File: src/rtl/uart_pkg.sv
// Shared UART definitions: transmitter FSM states, oversample default and parity helper.
package uart_pkg;

  localparam int unsigned OVERSAMPLE_DEF = 16;
  localparam int unsigned MAX_DATA_W     = 9;

  typedef enum logic [2:0] {
    ST_IDLE,
    ST_START,
    ST_DATA,
    ST_PARITY,
    ST_STOP
  } tx_state_e;

  // Zero-extension to MAX_DATA_W leaves the XOR reduction unchanged.
  function automatic logic parity_bit(input logic [MAX_DATA_W-1:0] data, input logic odd);
    return (^data) ^ odd;
  endfunction

endpackage

File: src/rtl/uart_tx_fifo_if.sv
// Valid/ready character push channel into the UART TX FIFO.
interface uart_tx_fifo_if #(
  parameter int unsigned DATA_W = 8
);
  logic              wr_valid;
  logic [DATA_W-1:0] wr_data;
  logic              wr_ready;

  modport master (output wr_valid, output wr_data, input wr_ready);
  modport slave  (input wr_valid, input wr_data, output wr_ready);
endinterface

File: src/rtl/uart_sync_fifo.sv
// Synchronous DATA_W x DEPTH FIFO with flush, registered level/full/empty; shared by TX and RX.
module uart_sync_fifo #(
  parameter int unsigned DATA_W = 8,
  parameter int unsigned DEPTH  = 16
) (
  input  logic                       clk_i,
  input  logic                       rst_ni,
  input  logic                       clr_i,
  input  logic                       push_i,
  input  logic [DATA_W-1:0]          wr_data_i,
  input  logic                       pop_i,
  output logic [DATA_W-1:0]          rd_data_c,
  output logic [$clog2(DEPTH+1)-1:0] level_o,
  output logic                       full_o,
  output logic                       empty_o,
  output logic                       empty_nxt_c
);

  localparam int unsigned PTR_W = $clog2(DEPTH);
  localparam int unsigned LVL_W = $clog2(DEPTH+1);

  logic [DATA_W-1:0] mem_q [DEPTH];
  logic [PTR_W-1:0]  wr_ptr_q, wr_ptr_d, rd_ptr_q, rd_ptr_d;
  logic [LVL_W-1:0]  count_q, count_d;
  logic              full_q, empty_q;
  logic              push_ok, pop_ok;

  assign push_ok = push_i & ~full_q;
  assign pop_ok  = pop_i & ~empty_q;

  always_comb begin
    wr_ptr_d = wr_ptr_q;
    rd_ptr_d = rd_ptr_q;
    count_d  = count_q;
    if (clr_i) begin
      wr_ptr_d = '0;
      rd_ptr_d = '0;
      count_d  = '0;
    end else begin
      if (push_ok) wr_ptr_d = wr_ptr_q + PTR_W'(1);
      if (pop_ok)  rd_ptr_d = rd_ptr_q + PTR_W'(1);
      unique case ({push_ok, pop_ok})
        2'b10:   count_d = count_q + LVL_W'(1);
        2'b01:   count_d = count_q - LVL_W'(1);
        default: count_d = count_q;
      endcase
    end
  end

  always_ff @(posedge clk_i or negedge rst_ni) begin
    if (!rst_ni) begin
      wr_ptr_q <= '0;
      rd_ptr_q <= '0;
      count_q  <= '0;
      full_q   <= 1'b0;
      empty_q  <= 1'b1;
    end else begin
      wr_ptr_q <= wr_ptr_d;
      rd_ptr_q <= rd_ptr_d;
      count_q  <= count_d;
      full_q   <= (count_d == LVL_W'(DEPTH));
      empty_q  <= (count_d == '0);
    end
  end

  // Storage needs no reset; only entries below the level are ever read.
  always_ff @(posedge clk_i) begin
    if (push_ok && !clr_i) mem_q[wr_ptr_q] <= wr_data_i;
  end

  assign rd_data_c   = mem_q[rd_ptr_q];
  assign level_o     = count_q;
  assign full_o      = full_q;
  assign empty_o     = empty_q;
  assign empty_nxt_c = (count_d == '0);

endmodule

File: src/rtl/uart_tx_fifo.sv
// UART transmitter with TX FIFO, optional parity and 1/2 stop bits.
// Define UART_TX_CTS_EN to add the cts_ni flow-control input.
module uart_tx_fifo
  import uart_pkg::*;
#(
  parameter int unsigned DATA_W     = 8,
  parameter int unsigned DEPTH      = 16,
  parameter int unsigned OVERSAMPLE = OVERSAMPLE_DEF
) (
  input  logic                       clk_i,
  input  logic                       rst_ni,
  input  logic                       tx_enable_i,
  input  logic                       tick_baud_x16_i,
  input  logic                       parity_enable_i,
  input  logic                       parity_odd_i,
  input  logic                       stop2_i,
  uart_tx_fifo_if.slave              wr,
  input  logic                       fifo_clr_i,
  output logic [$clog2(DEPTH+1)-1:0] fifo_level_o,
  output logic                       idle_o,
`ifdef UART_TX_CTS_EN
  input  logic                       cts_ni,
`endif
  output logic                       tx_o
);

  localparam int unsigned CNT_W = $clog2(OVERSAMPLE);
  localparam int unsigned BIT_W = $clog2(DATA_W);

  logic [DATA_W-1:0] fifo_rd_data;
  logic              fifo_full, fifo_empty, fifo_empty_nxt, fifo_pop;

  uart_sync_fifo #(
    .DATA_W (DATA_W),
    .DEPTH  (DEPTH)
  ) u_fifo (
    .clk_i       (clk_i),
    .rst_ni      (rst_ni),
    .clr_i       (fifo_clr_i),
    .push_i      (wr.wr_valid),
    .wr_data_i   (wr.wr_data),
    .pop_i       (fifo_pop),
    .rd_data_c   (fifo_rd_data),
    .level_o     (fifo_level_o),
    .full_o      (fifo_full),
    .empty_o     (fifo_empty),
    .empty_nxt_c (fifo_empty_nxt)
  );

  assign wr.wr_ready = ~fifo_full;

  // Bit-time divider: baud tick fires on the oversample strobe that wraps the count.
  logic [CNT_W-1:0] div_q;
  logic             baud_tick;

  always_ff @(posedge clk_i or negedge rst_ni) begin
    if (!rst_ni)              div_q <= '0;
    else if (!tx_enable_i)    div_q <= '0;
    else if (tick_baud_x16_i) div_q <= (div_q == CNT_W'(OVERSAMPLE-1)) ? '0 : div_q + CNT_W'(1);
  end

  assign baud_tick = tx_enable_i & tick_baud_x16_i & (div_q == CNT_W'(OVERSAMPLE-1));

  logic cts_ok;
`ifdef UART_TX_CTS_EN
  logic [1:0] cts_sync_q;
  always_ff @(posedge clk_i or negedge rst_ni) begin
    if (!rst_ni) cts_sync_q <= 2'b11;
    else         cts_sync_q <= {cts_sync_q[0], cts_ni};
  end
  assign cts_ok = ~cts_sync_q[1];
`else
  assign cts_ok = 1'b1;
`endif

  logic can_start;
  assign can_start = cts_ok & ~fifo_empty;

  tx_state_e         state_q, state_d;
  logic [DATA_W-1:0] shift_q, shift_d;
  logic [BIT_W-1:0]  bit_cnt_q, bit_cnt_d;
  logic              stop_cnt_q, stop_cnt_d;
  logic              par_en_q, par_en_d;
  logic              par_q, par_d;
  logic              stop2_q, stop2_d;
  logic              tx_q, tx_d;
  logic              idle_q, idle_d;
  logic              load;

  always_ff @(posedge clk_i or negedge rst_ni) begin
    if (!rst_ni) begin
      state_q    <= ST_IDLE;
      shift_q    <= '0;
      bit_cnt_q  <= '0;
      stop_cnt_q <= 1'b0;
      par_en_q   <= 1'b0;
      par_q      <= 1'b0;
      stop2_q    <= 1'b0;
      tx_q       <= 1'b1;
      idle_q     <= 1'b1;
    end else begin
      state_q    <= state_d;
      shift_q    <= shift_d;
      bit_cnt_q  <= bit_cnt_d;
      stop_cnt_q <= stop_cnt_d;
      par_en_q   <= par_en_d;
      par_q      <= par_d;
      stop2_q    <= stop2_d;
      tx_q       <= tx_d;
      idle_q     <= idle_d;
    end
  end

  // Frame sequencing; every state change happens on a baud tick, or on disable.
  always_comb begin
    state_d    = state_q;
    shift_d    = shift_q;
    bit_cnt_d  = bit_cnt_q;
    stop_cnt_d = stop_cnt_q;
    par_en_d   = par_en_q;
    par_d      = par_q;
    stop2_d    = stop2_q;
    tx_d       = tx_q;
    load       = 1'b0;
    fifo_pop   = 1'b0;

    if (!tx_enable_i) begin
      state_d = ST_IDLE;
      tx_d    = 1'b1;
    end else if (baud_tick) begin
      unique case (state_q)
        ST_IDLE: load = can_start;
        ST_START: begin
          state_d   = ST_DATA;
          bit_cnt_d = BIT_W'(DATA_W-1);
          tx_d      = shift_q[0];
          shift_d   = shift_q >> 1;
        end
        ST_DATA: begin
          if (bit_cnt_q == '0) begin
            if (par_en_q) begin
              state_d = ST_PARITY;
              tx_d    = par_q;
            end else begin
              state_d    = ST_STOP;
              tx_d       = 1'b1;
              stop_cnt_d = stop2_q;
            end
          end else begin
            bit_cnt_d = bit_cnt_q - BIT_W'(1);
            tx_d      = shift_q[0];
            shift_d   = shift_q >> 1;
          end
        end
        ST_PARITY: begin
          state_d    = ST_STOP;
          tx_d       = 1'b1;
          stop_cnt_d = stop2_q;
        end
        ST_STOP: begin
          if (stop_cnt_q) begin
            stop_cnt_d = 1'b0;
          end else if (can_start) begin
            load = 1'b1;
          end else begin
            state_d = ST_IDLE;
            tx_d    = 1'b1;
          end
        end
        default: begin
          state_d = ST_IDLE;
          tx_d    = 1'b1;
        end
      endcase

      // Parity is resolved at load so later config changes cannot affect the frame.
      if (load) begin
        fifo_pop = 1'b1;
        state_d  = ST_START;
        tx_d     = 1'b0;
        shift_d  = fifo_rd_data;
        par_en_d = parity_enable_i;
        par_d    = parity_bit(MAX_DATA_W'(fifo_rd_data), parity_odd_i);
        stop2_d  = stop2_i;
      end
    end
  end

  assign idle_d = (state_d == ST_IDLE) & fifo_empty_nxt;

  assign tx_o   = tx_q;
  assign idle_o = idle_q;

endmodule
File: src/flat_wrapper.sv
// flat-port wrapper written by rule: the top's interface ports become plain ports
module uart_tx_fifo_flat import uart_pkg::*;
#(
  parameter int unsigned DATA_W     = 8,
  parameter int unsigned DEPTH      = 16,
  parameter int unsigned OVERSAMPLE = OVERSAMPLE_DEF
)
  (clk_i, rst_ni, tx_enable_i, tick_baud_x16_i, parity_enable_i, parity_odd_i, stop2_i, fifo_clr_i, fifo_level_o, idle_o, tx_o, wr_wr_valid, wr_wr_data, wr_wr_ready);
  uart_tx_fifo_if #(.DATA_W(DATA_W)) wr_i ();
  input  logic clk_i;
  input  logic rst_ni;
  input  logic tx_enable_i;
  input  logic tick_baud_x16_i;
  input  logic parity_enable_i;
  input  logic parity_odd_i;
  input  logic stop2_i;
  input  logic fifo_clr_i;
  output logic [$clog2(DEPTH+1)-1:0] fifo_level_o;
  output logic idle_o;
  output logic tx_o;
  input wire logic [$bits(wr_i.wr_valid)-1:0] wr_wr_valid;
  input wire logic [$bits(wr_i.wr_data)-1:0] wr_wr_data;
  output wire logic [$bits(wr_i.wr_ready)-1:0] wr_wr_ready;
  assign wr_i.wr_valid = wr_wr_valid;
  assign wr_i.wr_data = wr_wr_data;
  assign wr_wr_ready = wr_i.wr_ready;
  uart_tx_fifo #(.DATA_W(DATA_W), .DEPTH(DEPTH), .OVERSAMPLE(OVERSAMPLE)) u_core (.clk_i(clk_i), .rst_ni(rst_ni), .tx_enable_i(tx_enable_i), .tick_baud_x16_i(tick_baud_x16_i), .parity_enable_i(parity_enable_i), .parity_odd_i(parity_odd_i), .stop2_i(stop2_i), .wr(wr_i), .fifo_clr_i(fifo_clr_i), .fifo_level_o(fifo_level_o), .idle_o(idle_o), .tx_o(tx_o));
endmodule
File: config.mk
export PLATFORM = sky130hd
export DESIGN_NAME = uart_tx_fifo_flat
export DESIGN_NICKNAME = d
export VERILOG_FILES = /design/src/rtl/uart_pkg.sv /design/src/rtl/uart_tx_fifo_if.sv /design/src/rtl/uart_sync_fifo.sv /design/src/rtl/uart_tx_fifo.sv /design/src/flat_wrapper.sv
export SDC_FILE = /design/constraint.sdc
export NUM_CORES = 1
export LEC_CHECK = 0
export CAP_MARGIN = 10
export CORE_ASPECT_RATIO = 1.2
export CORE_MARGIN = 5
export CORE_UTILIZATION = 50
export DETAILED_ROUTE_END_ITERATION = 6
export PLACE_DENSITY = 0.66
export SLEW_MARGIN = 0
export SYNTH_ARGS = -nofsm -noshare
export SYNTH_HDL_FRONTEND = slang
export SYNTH_SLANG_ARGS = --single-unit
export TNS_END_PERCENT = 20
File: constraint.sdc
create_clock -name clk_i -period 4.58 [get_ports clk_i]
set_input_delay 0.916 -clock clk_i [delete_from_list [all_inputs] [get_ports clk_i]]
set_output_delay 0.916 -clock clk_i [all_outputs]
set_load 0.1 [all_outputs]
==> results.md <==
| Group | Metric | Reported |
|:---|:---|:---|
| clocking | Post-cts repair resize count | 0 |
| detailed routing | Final wirelength | 12800 µm |
| timing | Time the worst path needs with I/O delays and setup | 3330 ps |
| status | Run status | finished, final reports clean |
| die | Total core area | 13900 µm² |
| timing | Sum of negative setup slack | 0 ps |
| timing | Tightest slew margin relative to the limit | 0.345 |
| die | Die footprint | 16700 µm² |
| grt | Maximum number of pins on one net before global-route repair | 40 |
| die | Cell row count | 47 |
| setup path | Critical path required time | 4890 ps |
| final layout | Share of final-layout standard cells stronger than drive strength 1 | 0.166 |
| setup path | Crit path arrival time | 3630 ps |
| timing | Worst Tran Pin Value | 979 ps |
| grt | Number of antenna violations at the first check in global routing | 0 |
| place | Post-DP HPWL | 8880 µm |
| die | Initial standard-cell utilization of the core | 0.512 |
| setup path | Worst r2r src | u_core.state_q[1] |
| clocking | Total clock sinks | 167 |
| detailed routing | First DRT Iteration DRCs | 245 |
| clocking | Largest buffer count on any clock path | 2 |
| clocking | CTS tree | done |
| timing | Final clock period utilization by the worst path | 0.726 |
| logic synthesis | Most used flip-flop cell after synthesis | sky130_fd_sc_hd__edfxtp_1 |
| logic synthesis | Area of the mapped netlist | 7110 µm² |
| final layout | Area growth syn-to-layout | 14.0% |
| detailed routing | Number of nets with antenna violations after detailed routing | 0 |
| logic synthesis | Netlist cell types | 47 |
| clocking | Clock network latency to the later pin of the worst-skew pair | 420 ps |
| die | Top-level port count | 25 |
| timing | Count of pins over their slew limit | 0 |
| clocking | Hold bufs inserted after CTS | 0 |
| clocking | CTS clk-pin slew, worst paths | 60 ps |
| pwr | P_leak | 2.81 nW |
| logic synthesis | Asr flop ratio synth | 0.234 |
| place | Pre-CTS setup slack | 842 ps |
| pwr | VDD IR-drop max | 0.230 mV |
| logic synthesis | Ys Warns | 0 |
| timing | Setup clock skew after layout | 7.08 ps |
| pwr | Total power density per cell area | 399 nW/µm² |
| timing | Setup slack of the critical path after layout | 1250 ps |
| logic synthesis | Syn_area_per_cell | 16.3 µm² |
| clocking | Setup Fix Bufs, Post-CTS | 0 |
| setup path | Type of element capturing the critical path | register |
| timing | Unrepaired setup endpoints after global routing | false |
| setup path | CP startpoint kind | primary input |
| clocking | Number of H-tree levels | 4 |
| place | Placer Congestion | 0.796 |
| logic synthesis | EDFF count, synth | 128 |
| die | Vert. Die Dim | 141 µm |
| logic synthesis | Post-Synthesis Net Count | 464 |
| setup path | Critical path class | primary input to register |
| detailed routing | DR DRC count | 0 |
| detailed routing | Number of vias per cell | 5.75 |
| final layout | Ant diodes | 0 |
| die | Die width | 119 µm |
| final layout | Filler Cell Count | 1066 |
| setup path | Beginning of the critical path | tick_baud_x16_i |
| timing | Final number of hold-violating endpoints | 0 |
| final layout | Post-layout nets | 496 |
| logic synthesis | Gate count after technology mapping | 437 |
| detailed routing | Routed wirelength normalized by instance count | 19.7 µm |
| grt | Via count of the first global-routing pass | 3809 |
| final layout | Area of all placed cells without fillers | 8110 µm² |
| logic synthesis | Part of the Yosys area used for sequential elements | 0.678 |
| job | Max_cap viols | 0 |
| place | Placed instance area | 7500 µm² |
| timing | Total setup violations reported at the end of the flow | 0 |
| worst hold path | Hold WC Path Type | register to register |
| place | IO Port Bufs | 24 |
| timing | Maximum achievable frequency | 0.301 GHz |
| setup path | Maximum fanout along the worst path | 16 |
| clocking | Inserted Clock Buffers | 17 |
| grt | Total routing usage reported by global routing | 0.163 |
| detailed routing | First-pass detailed-route iteration total | 4 |
| detailed routing | Total vias in the final route | 3754 |
| grt | Final global-route overflow total | 0 |
| pwr | Power, Total | 3.23 mW |
| clocking | Clock Root Buffer | sky130_fd_sc_hd__clkbuf_16 |
| logic synthesis | Number of synthesized register bits | 167 |
| grt | Wire length of the first global-routing pass | 20600 µm |
| worst hold path | Hold path start | u_core.bit_cnt_q[0] |
## synthesized netlist by cell type (all sizes together) (2+ instances only)
cell    instances  area share
mux2i           6      0.0084
nand2          24       0.013
a22oi           5      0.0053
a21oi          23       0.016
edfxtp        128        0.54
nor2           45       0.024
ha             10       0.018
xor2            8      0.0099
o21ai          12      0.0084
a31oi           4      0.0035
nand4           3      0.0026
buf             7       0.010
a31o            2      0.0025
nand3           8      0.0056
inv            10      0.0053
dfrtp          36        0.13
nor3            7      0.0049
mux4           36        0.12
xnor2          10       0.013
dfstp           3       0.011
and3            2      0.0018
or3             2      0.0018
nand2b          7      0.0062
a21o            3      0.0032
nor2b           6      0.0053
mux2            4      0.0063
clkbuf         12      0.0063
## final timing paths
path                                        endpoint  slack, ps  cells after the start
hold reg to reg                  u_core.bit_cnt_q[0]        480                      1
hold / removal                   u_core.bit_cnt_q[0]        480                      1
min in group asynchronous   u_core.u_fifo.level_o[1]        600                      1
max in group asynchronous  u_core.u_fifo.rd_ptr_q[0]       3380                      1
setup reg to reg                       u_core.idle_o       1450                      9
setup / recovery                       u_core.idle_o       1250                     12
## kinds of logic after synthesis
family,after synthesis,synth area share
AOI/OAI and AO/OA,57,0.0516
muxes,46,0.134
buffers and inverters,29,0.0220
and+or+nand+nor,109,0.0704
xor gates and xnor gates,19,0.0264
DFF,167,0.678
adders and majority gates,10,0.0176
## power breakdown
| part | total (mW) | internal (mW) | switching (mW) |
|---|---|---|---|
| Combinational | 0.129 | 0.0488 | 0.0799 |
| Sequential | 1.66 | 1.65 | 0.0109 |
| Clock | 1.45 | 0.828 | 0.617 |
| Total | 3.23 | 2.53 | 0.708 |
## cells in the final DEF (no fill, tap or decap), drive strengths merged, types with 2 or more instances in the layout
master	n
or3	2
a22oi	5
clkbuf	17
inv	20
mux4	36
nor2	45
and3	2
a21oi	23
nand2	24
dfrtp	36
nand4	3
clkinvlp	3
nand2b	7
clkdlybuf4s50	23
nor3	7
nand3	8
a31o	2
bufinv	2
mux2	4
o21ai	12
dfstp	3
nor2b	6
xnor2	10
mux2i	6
edfxtp	128
ha	10
a31oi	4
a21o	3
xor2	8
buf	9
## metal layers
metal  GRT usage  wire length [µm]  vias to the layer above
li1            -                 -                     1755
met1       0.206              5460                     1904
met2       0.273              6720                       72
met3      0.0353               374                       23
met4      0.0708               298                        0
met5           0                 0                        -
## cell type report
class,instances,area [µm²],area share
sequential,167,4820,0.595
clock inverter,15,180,0.0222
clock buffer,17,425,0.0525
inverter,10,37.5,0.00463
tap,171,214,0.0264
timing repair buffer,32,295,0.0364
multi-input combinational,241,2130,0.263
## flip-flops by register name, indices dropped and copies added (netlist names)
| register | cells |
|---|---|
| u_core.u_fifo.empty_o | 1 |
| u_core.stop_cnt_q | 1 |
| u_core.u_fifo.rd_ptr_q | 4 |
| u_core.u_fifo.wr_ptr_q | 4 |
| u_core.shift_q | 8 |
| u_core.state_q | 3 |
| u_core.u_fifo.full_o | 1 |
| u_core.par_en_q | 1 |
| u_core.bit_cnt_q | 3 |
| u_core.u_fifo.level_o | 5 |
| u_core.tx_o | 1 |
| u_core.stop2_q | 1 |
| u_core.u_fifo.mem_q | 128 |
| u_core.idle_o | 1 |
| u_core.par_q | 1 |
| u_core.div_q | 4 |
## worst max-delay path, stage by stage
cell                              delay [ps]
sky130_fd_sc_hd__clkdlybuf4s50_1         550
sky130_fd_sc_hd__and4_1                  290
sky130_fd_sc_hd__nand2_1                 190
sky130_fd_sc_hd__nor2_1                  150
sky130_fd_sc_hd__buf_4                   240
sky130_fd_sc_hd__ha_1                    270
sky130_fd_sc_hd__a21oi_1                 110
sky130_fd_sc_hd__xnor2_1                 160
sky130_fd_sc_hd__nor2_1                   70
sky130_fd_sc_hd__xnor2_1                 180
sky130_fd_sc_hd__a31oi_1                 150
sky130_fd_sc_hd__nor4b_1                 340
## through the flow
stage | hold slack (ps) | instances | utilization
floorplan | 440 | 437 | -
global placement | 457 | 621 | 0.540
detailed placement | 468 | 621 | 0.540
CTS | 476 | 653 | 0.584
global route | 508 | 653 | 0.584
finish | 481 | 653 | 0.584
No activity file was read; power rests on OpenSTA's default activity.
